===== src/rtl/cs_loader.sv =====
`timescale 1ns/1ps
// cs_loader: startup FSM that copies the microcode EPROM into the control-store RAM.
// Define CS_LOADER_VERIFY_EN to add a read-back verification pass before cs_ready.
module cs_loader #(
  parameter int ADDR_WIDTH  = 8,
  parameter int DATA_WIDTH  = 64,
  parameter int ROM_LATENCY = 1
) (
  input  logic                  clk,
  input  logic                  _reset,
  input  logic                  reload,
  input  logic [DATA_WIDTH-1:0] rom_data,
  output logic [ADDR_WIDTH-1:0] cs_addr_init,
  output logic [DATA_WIDTH-1:0] cs_data_in,
  output logic                  cs_ram__w,
  output logic                  cs_ready,
`ifdef CS_LOADER_VERIFY_EN
  input  logic [DATA_WIDTH-1:0] ram_rdata,
  output logic                  verify_err,
  output logic [ADDR_WIDTH-1:0] err_addr,
`endif
  output logic                  loading
);

  typedef enum logic [2:0] {
    IDLE,
    FETCH,
    WRITE,
    HOLD,
`ifdef CS_LOADER_VERIFY_EN
    VERIFY,
`endif
    DONE
  } state_t;

  localparam logic [3:0]            LAT_LAST = 4'(ROM_LATENCY - 1);
  localparam logic [ADDR_WIDTH-1:0] TOP_ADDR = '1;
  localparam logic [ADDR_WIDTH-1:0] ADDR_ONE = ADDR_WIDTH'(1);

  state_t     state;
  logic [3:0] lat_cnt;

  // Every output is a flop, so cs_ram__w cannot glitch and drops to 1 on async reset.
  always_ff @(posedge clk or negedge _reset) begin
    if (!_reset) begin
      state        <= IDLE;
      cs_addr_init <= '0;
      cs_data_in   <= '0;
      cs_ram__w    <= 1'b1;
      cs_ready     <= 1'b0;
      loading      <= 1'b0;
      lat_cnt      <= '0;
`ifdef CS_LOADER_VERIFY_EN
      verify_err   <= 1'b0;
      err_addr     <= '0;
`endif
    end else begin
      case (state)
        IDLE: begin
          loading <= 1'b1;
          state   <= FETCH;
        end

        FETCH: begin
          if (lat_cnt == LAT_LAST) begin
            cs_data_in <= rom_data;
            lat_cnt    <= '0;
            cs_ram__w  <= 1'b0;
            state      <= WRITE;
          end else begin
            lat_cnt <= lat_cnt + 4'd1;
          end
        end

        WRITE: begin
          cs_ram__w <= 1'b1;
          state     <= HOLD;
        end

        // Top-address test precedes the increment, so the counter never wraps mid-load.
        HOLD: begin
          if (cs_addr_init == TOP_ADDR) begin
            cs_addr_init <= '0;
`ifdef CS_LOADER_VERIFY_EN
            state        <= VERIFY;
`else
            cs_ready     <= 1'b1;
            loading      <= 1'b0;
            state        <= DONE;
`endif
          end else begin
            cs_addr_init <= cs_addr_init + ADDR_ONE;
            state        <= FETCH;
          end
        end

`ifdef CS_LOADER_VERIFY_EN
        // Only the first mismatching address is kept; later ones only keep the flag set.
        VERIFY: begin
          if (lat_cnt == LAT_LAST) begin
            lat_cnt <= '0;
            if ((ram_rdata != rom_data) && !verify_err) begin
              verify_err <= 1'b1;
              err_addr   <= cs_addr_init;
            end
            if (cs_addr_init == TOP_ADDR) begin
              cs_addr_init <= '0;
              cs_ready     <= 1'b1;
              loading      <= 1'b0;
              state        <= DONE;
            end else begin
              cs_addr_init <= cs_addr_init + ADDR_ONE;
            end
          end else begin
            lat_cnt <= lat_cnt + 4'd1;
          end
        end
`endif

        DONE: begin
          if (reload) begin
            cs_ready     <= 1'b0;
            cs_addr_init <= '0;
            loading      <= 1'b1;
            state        <= FETCH;
`ifdef CS_LOADER_VERIFY_EN
            verify_err   <= 1'b0;
            err_addr     <= '0;
`endif
          end
        end

        default: begin
          cs_ram__w <= 1'b1;
          state     <= IDLE;
        end
      endcase
    end
  end

endmodule


===== config.mk =====
export PLATFORM = sky130hd
export DESIGN_NAME = cs_loader
export DESIGN_NICKNAME = d
export VERILOG_FILES = /design/src/rtl/cs_loader.sv
export SDC_FILE = /design/constraint.sdc
export NUM_CORES = 1
export LEC_CHECK = 0
export BUFFER_PORTS_ARGS = -buffer_cell sky130_fd_sc_hd__buf_2
export CORE_UTILIZATION = 45
export CTS_CLUSTER_DIAMETER = 50
export CTS_CLUSTER_SIZE = 30
export DETAILED_ROUTE_END_ITERATION = 12
export GPL_ROUTABILITY_DRIVEN = 0
export HOLD_SLACK_MARGIN = 0.08
export PLACE_DENSITY = 0.72
export SLEW_MARGIN = 5
export SYNTH_ARGS = -nofsm -noshare
export SYNTH_HDL_FRONTEND = slang
export SYNTH_SLANG_ARGS = --single-unit

===== constraint.sdc =====
create_clock -name clk -period 3 [get_ports clk]
set_input_delay 0.3 -clock clk [delete_from_list [all_inputs] [get_ports clk]]
set_output_delay 0.3 -clock clk [all_outputs]
set_load 0.01 [all_outputs]

# Word-level counts from Yosys, hierarchy flattened
# Index checks and enable logic that the tools add are counted.
classes:
  add_sub_neg: 2
  eq_ne: 8
  n_reduce_logical: 11
  bitwise: 1
  n_mux: 16
ops:
  columns: ["cell", "n"]
  rows:
  - ["two-way mux 8 bit", 2]
  - ["case mux 8 bit (2 select lines)", 1]
  - ["case mux 3 bit (5 select lines)", 1]
  - ["two-way mux 3 bit", 3]
  - ["adder 8 x 1 -> 8 bit (second input constant)", 1]
  - ["== test 8 bit (second input constant)", 1]
  - ["AND reduction 2 bit", 4]
  - ["== test 3 x 2 -> 1 bit (second input constant)", 2]
  - ["!= test 2 bit (second input constant)", 3]
  - ["AND reduction 3 bit", 2]
  - ["two-way mux 1 bit", 5]
  - ["adder 4 x 1 -> 4 bit (second input constant)", 1]
  - ["zero test 4 bit", 1]
  - ["two-way mux 4 bit", 1]
  - ["case mux 1 bit (2 select lines)", 2]
  - ["== test 3 x 1 -> 1 bit (second input constant)", 1]
  - ["== test 3 bit (second input constant)", 1]
  - ["zero test 3 bit", 1]
  - ["case mux 1 bit (3 select lines)", 1]
  - ["nonzero test 3 bit", 1]
  - ["OR reduction 3 bit", 1]
  - ["nonzero test 2 bit", 1]
  - ["NOT 1 bit", 1]
word_totals:
  regBits: 82
  word_cells: 45
  out_inout_bits: 75

# Longest topological paths before layout
logic_depth:
  depth_word: 4
  mapped_depth: 8

# Worst setup path after synthesis
# OpenSTA, ideal clock, no wires.
synth_timing:
  kind: "reg-to-reg"
  from: "reg lat_cnt[0]"
  to: "reg cs_data_in[0]"
  arrival_time_ns: 1.526
  path_buffers: 2
  t_required_ns: 2.875
  setup_ns: 0.125
  stages_incl_launch_ff: 8
  slack_ns: 1.349
  period_less_slack_ns: 1.651
  cell_sequence: "dfrtp_1 > inv_1 > ha_1 > nor3b_1 > nand2_2 > buf_6 > buf_6 > mux2_4"
synth_between:
  elab_chain_len: 2
synth_rtl:
  columns: ["element", "line_no", "rtl"]
  rows:
  - ["from (decl)", "41", "logic [3:0] lat_cnt;"]
  - ["from (signal assigned)", "71", "lat_cnt <= lat_cnt + 4'd1;"]
  - ["zero test 4 bit", "65", "if (lat_cnt == LAT_LAST) begin"]
  - ["AND reduction 2 bit (no source line)", null, null]
  - ["to (signal assigned)", "66", "cs_data_in <= rom_data;"]
  - ["to (decl)", "14", "output logic [DATA_WIDTH-1:0] cs_data_in,"]
# No other way between the ends.
# A chain may end at the register's enable or synchronous reset.

# Final worst setup path
layout_timing:
  from: "reg lat_cnt[0]"
  to: "reg cs_data_in[61]"
# Same word-level chain as after synthesis.

==> flow_summary_export.csv <==
group,metric,value,unit
run_status,outcome,"completed",
cells_and_area,drive_above_1_share,0.610,
sta,fin_skew,0.0128,ns
cells_and_area,antennaDiodeCount,0,
placement,dp.final_hpwl,4900,µm
detailed_routing,drt_pass1_iterations,4,
sta,finalMaxSlewViolations,0,
yosys,syn_nets,298,
critical_path,critPathMaxFanout,31,
sta,slew-limit-headroom,0.335,
cells_and_area,layout_commonest_cell,"buf_2",
placement,dp.cells,460,
yosys,synth_edf_count,0,
critical_path,worstPathRequired,3.23,ns
detailed_routing,drt_iter0_markers,65,
clocking,cts-root-buf,"clkbuf_8",
clocking,insertion_delay,0.35,ns
critical_path,reg2reg_to,"cs_data_in[61]$_DFFE_PN0P_",
critical_path,critPathKind,"flop to flop",
clocking,cts-buffers-inserted,9,
detailed_routing,detail_route.wl_per_cell,14.7,µm
placement,preCtsSetupSlack,0.695,ns
critical_path,r2r_start,"lat_cnt[0]$_DFFE_PN0P_",
pwr,power.internal,0.00332,W
yosys,netlist_area,0.00350,mm²
sta,finalWorstSetupSlack,0.709,ns
yosys,ys_types,36,
global_route,grt_pass1_vias,2217,
pwr,p_clk_frac,0.165,
detailed_routing,ant_nets,0,
critical_path,rr_worst_depth,6,
pwr,vdd_drop_max,0.513,mV
global_route,antenna_found_initial,0,
yosys,async_flop_share,1.00,
sta,max_freq,436,MHz
floorplan,fp.dieH,90.2,µm
sta,finalCritPeriodShare,0.764,
hold_path,hold_path_class,"input pin to async pin",
floorplan,die_w,90.2,µm
sta,finalSetupViolCount,0,
cells_and_area,final_cell_mix,"buf_2, dfrtp_1, mux2_4",
clocking,cts_resized,0,
critical_path,regToRegSetupSlack,0.71,ns
clocking,cts_tree,"yes",
pwr,p_per_area,1120,mW/mm²
floorplan,num_rows,31,
global_route,grt_max_degree,83,
yosys,ys_seq_elements,82,
global_route,track_usage,0.181,
detailed_routing,vias_per_cell,4.86,
pwr,pwr-share-seq,0.386,
yosys,syn_inst,228,
critical_path,cp-start-kind,"flop",
clocking,post_cts_buffers,0,
detailed_routing,drc_errors,0,
cells_and_area,final_cells,476,
cells_and_area,layout.nets,442,
cells_and_area,area_growth,28.2,%
detailed_routing,postRouteWirelength,7000,µm
floorplan,io_pins,142,
sta,worst_pin_slew,0.998,ns
flow_run,drv_cap,0,
clocking,ctsHtreeMaxLevel,3,
detailed_routing,vias,2315,
floorplan,die-area,0.00813,mm²
cells_and_area,fillers,613,
placement,numPortBuffers,141,
global_route,grt-ovfl-total,0,
pwr,leakagePower,2.32,nW
critical_path,crit_arrival,2.52,ns
yosys,synth_ff_type,"dfrtp_1",
pwr,p_comb_frac,0.450,
floorplan,coreArea,0.00737,mm²
critical_path,cp-end-kind,"flop",
yosys,synth-seq-area-share,0.587,
clocking,clk_pin_slew_worst_paths,0.09,ns
sta,hold_viol,0,
cells_and_area,final_util,0.608,
pwr,power_switching_share,0.336,
global_route,grt_pass1_wl,11400,µm
sta,final.setup.tns,0,ns
clocking,cts_buffer_depth,2,
clocking,hold_buffers,0,
floorplan,start_util,0.475,
sta,grt_setup_unrepaired,"false",
pwr,p_switching,0.00168,W
pwr,p_total,0.00501,W
yosys,synth_warnings,0,
sta,min_period,2.29,ns
yosys,avgSynthCellArea,15.3,µm²
clocking,cts.sinks,82,
sequential cells by signal, summed over array words and instances (netlist names):
signal and count:
cs_addr_init 8, cs_data_in 64, cs_ram__w 1, cs_ready 1
lat_cnt 4, loading 1, state 3
area by class of cell:
class                   instances  area (µm²)  area share
flip-flops and latches         82        2050       0.458
clock buffers                  10         138      0.0307
clock inverters                 6        72.6      0.0162
inverters                       4        15.0     0.00335
well taps                      99         124      0.0276
repair buffers                143         736       0.164
multi-input cells             132        1340       0.300
Yosys cell counts (3+ instances only):
master	count	area share
dfrtp_1	81	0.58
mux2_4	49	0.21
mux2_2	17	0.055
nand2_1	10	0.011
nor2_1	10	0.011
buf_6	6	0.019
o21ai_0	5	0.0072
a21oi_1	4	0.0057
inv_1	4	0.0043
nor3_1	4	0.0057
a31oi_1	3	0.0054
buf_2	3	0.0043
ha_1	3	0.011
xnor2_1	3	0.0075
critical path: stages, from the launching register on:
cell and delay [ns]:
dfrtp_1 0.40, inv_1 0.10, ha_1 0.16, nor3b_1 0.44, nand2_4 0.43, buf_12 0.32, mux2_4 0.31
worst max-delay path by stage:
stage	from	to	slack (ns)	cells after the start
6_report	lat_cnt[0]$_DFFE_PN0P_	cs_data_in[61]$_DFFE_PN0P_	0.71	6
5_1_grt	lat_cnt[0]$_DFFE_PN0P_	cs_data_in[6]$_DFFE_PN0P_	0.55	6
4_1_cts	lat_cnt[0]$_DFFE_PN0P_	cs_data_in[61]$_DFFE_PN0P_	0.69	6
3_5_place_dp	lat_cnt[0]$_DFFE_PN0P_	cs_data_in[37]$_DFFE_PN0P_	0.69	6
3_3_place_gp	lat_cnt[0]$_DFFE_PN0P_	cs_data_in[37]$_DFFE_PN0P_	0.85	6
2_1_floorplan	lat_cnt[0]$_DFFE_PN0P_	cs_data_in[0]$_DFFE_PN0P_	1.35	7
per-stage QoR:
step | instance area, µm² | hold WS (ns)
detailed placement | 4270 | 0.473
CTS | 4480 | 0.146
floorplan | 3500 | 0.00441
global placement | 4270 | 0.478
finish | 4480 | 0.0885
global route | 4480 | 0.147
power groups by stage:
stage               Sequential [W]  Combinational, W  Clock (W)
floorplan                  0.00213           0.00139          0
global placement           0.00193           0.00222          0
detailed placement         0.00195           0.00228          0
CTS                        0.00193           0.00229   0.000852
global route               0.00199           0.00242   0.000906
finish                     0.00193           0.00225   0.000824
cell families after synthesis:
group                    synth area share
flip-flops                          0.587
buffers and inverters              0.0301
adder cells (fa/ha/maj)            0.0107
AND/OR/NAND/NOR                    0.0669
AO/OA/AOI/OAI                      0.0301
XOR/XNOR                           0.0100
multiplexers                        0.265
routing by layer:
layer  vias up  routed length (µm)  GRT usage
met5         -                   0          0
met4         0                  79     0.0780
met3         8                 460     0.0431
met2       100                3210      0.265
met1      1121                3250      0.256
li1       1086                   -          -
No activity file was read; power rests on OpenSTA's default activity.
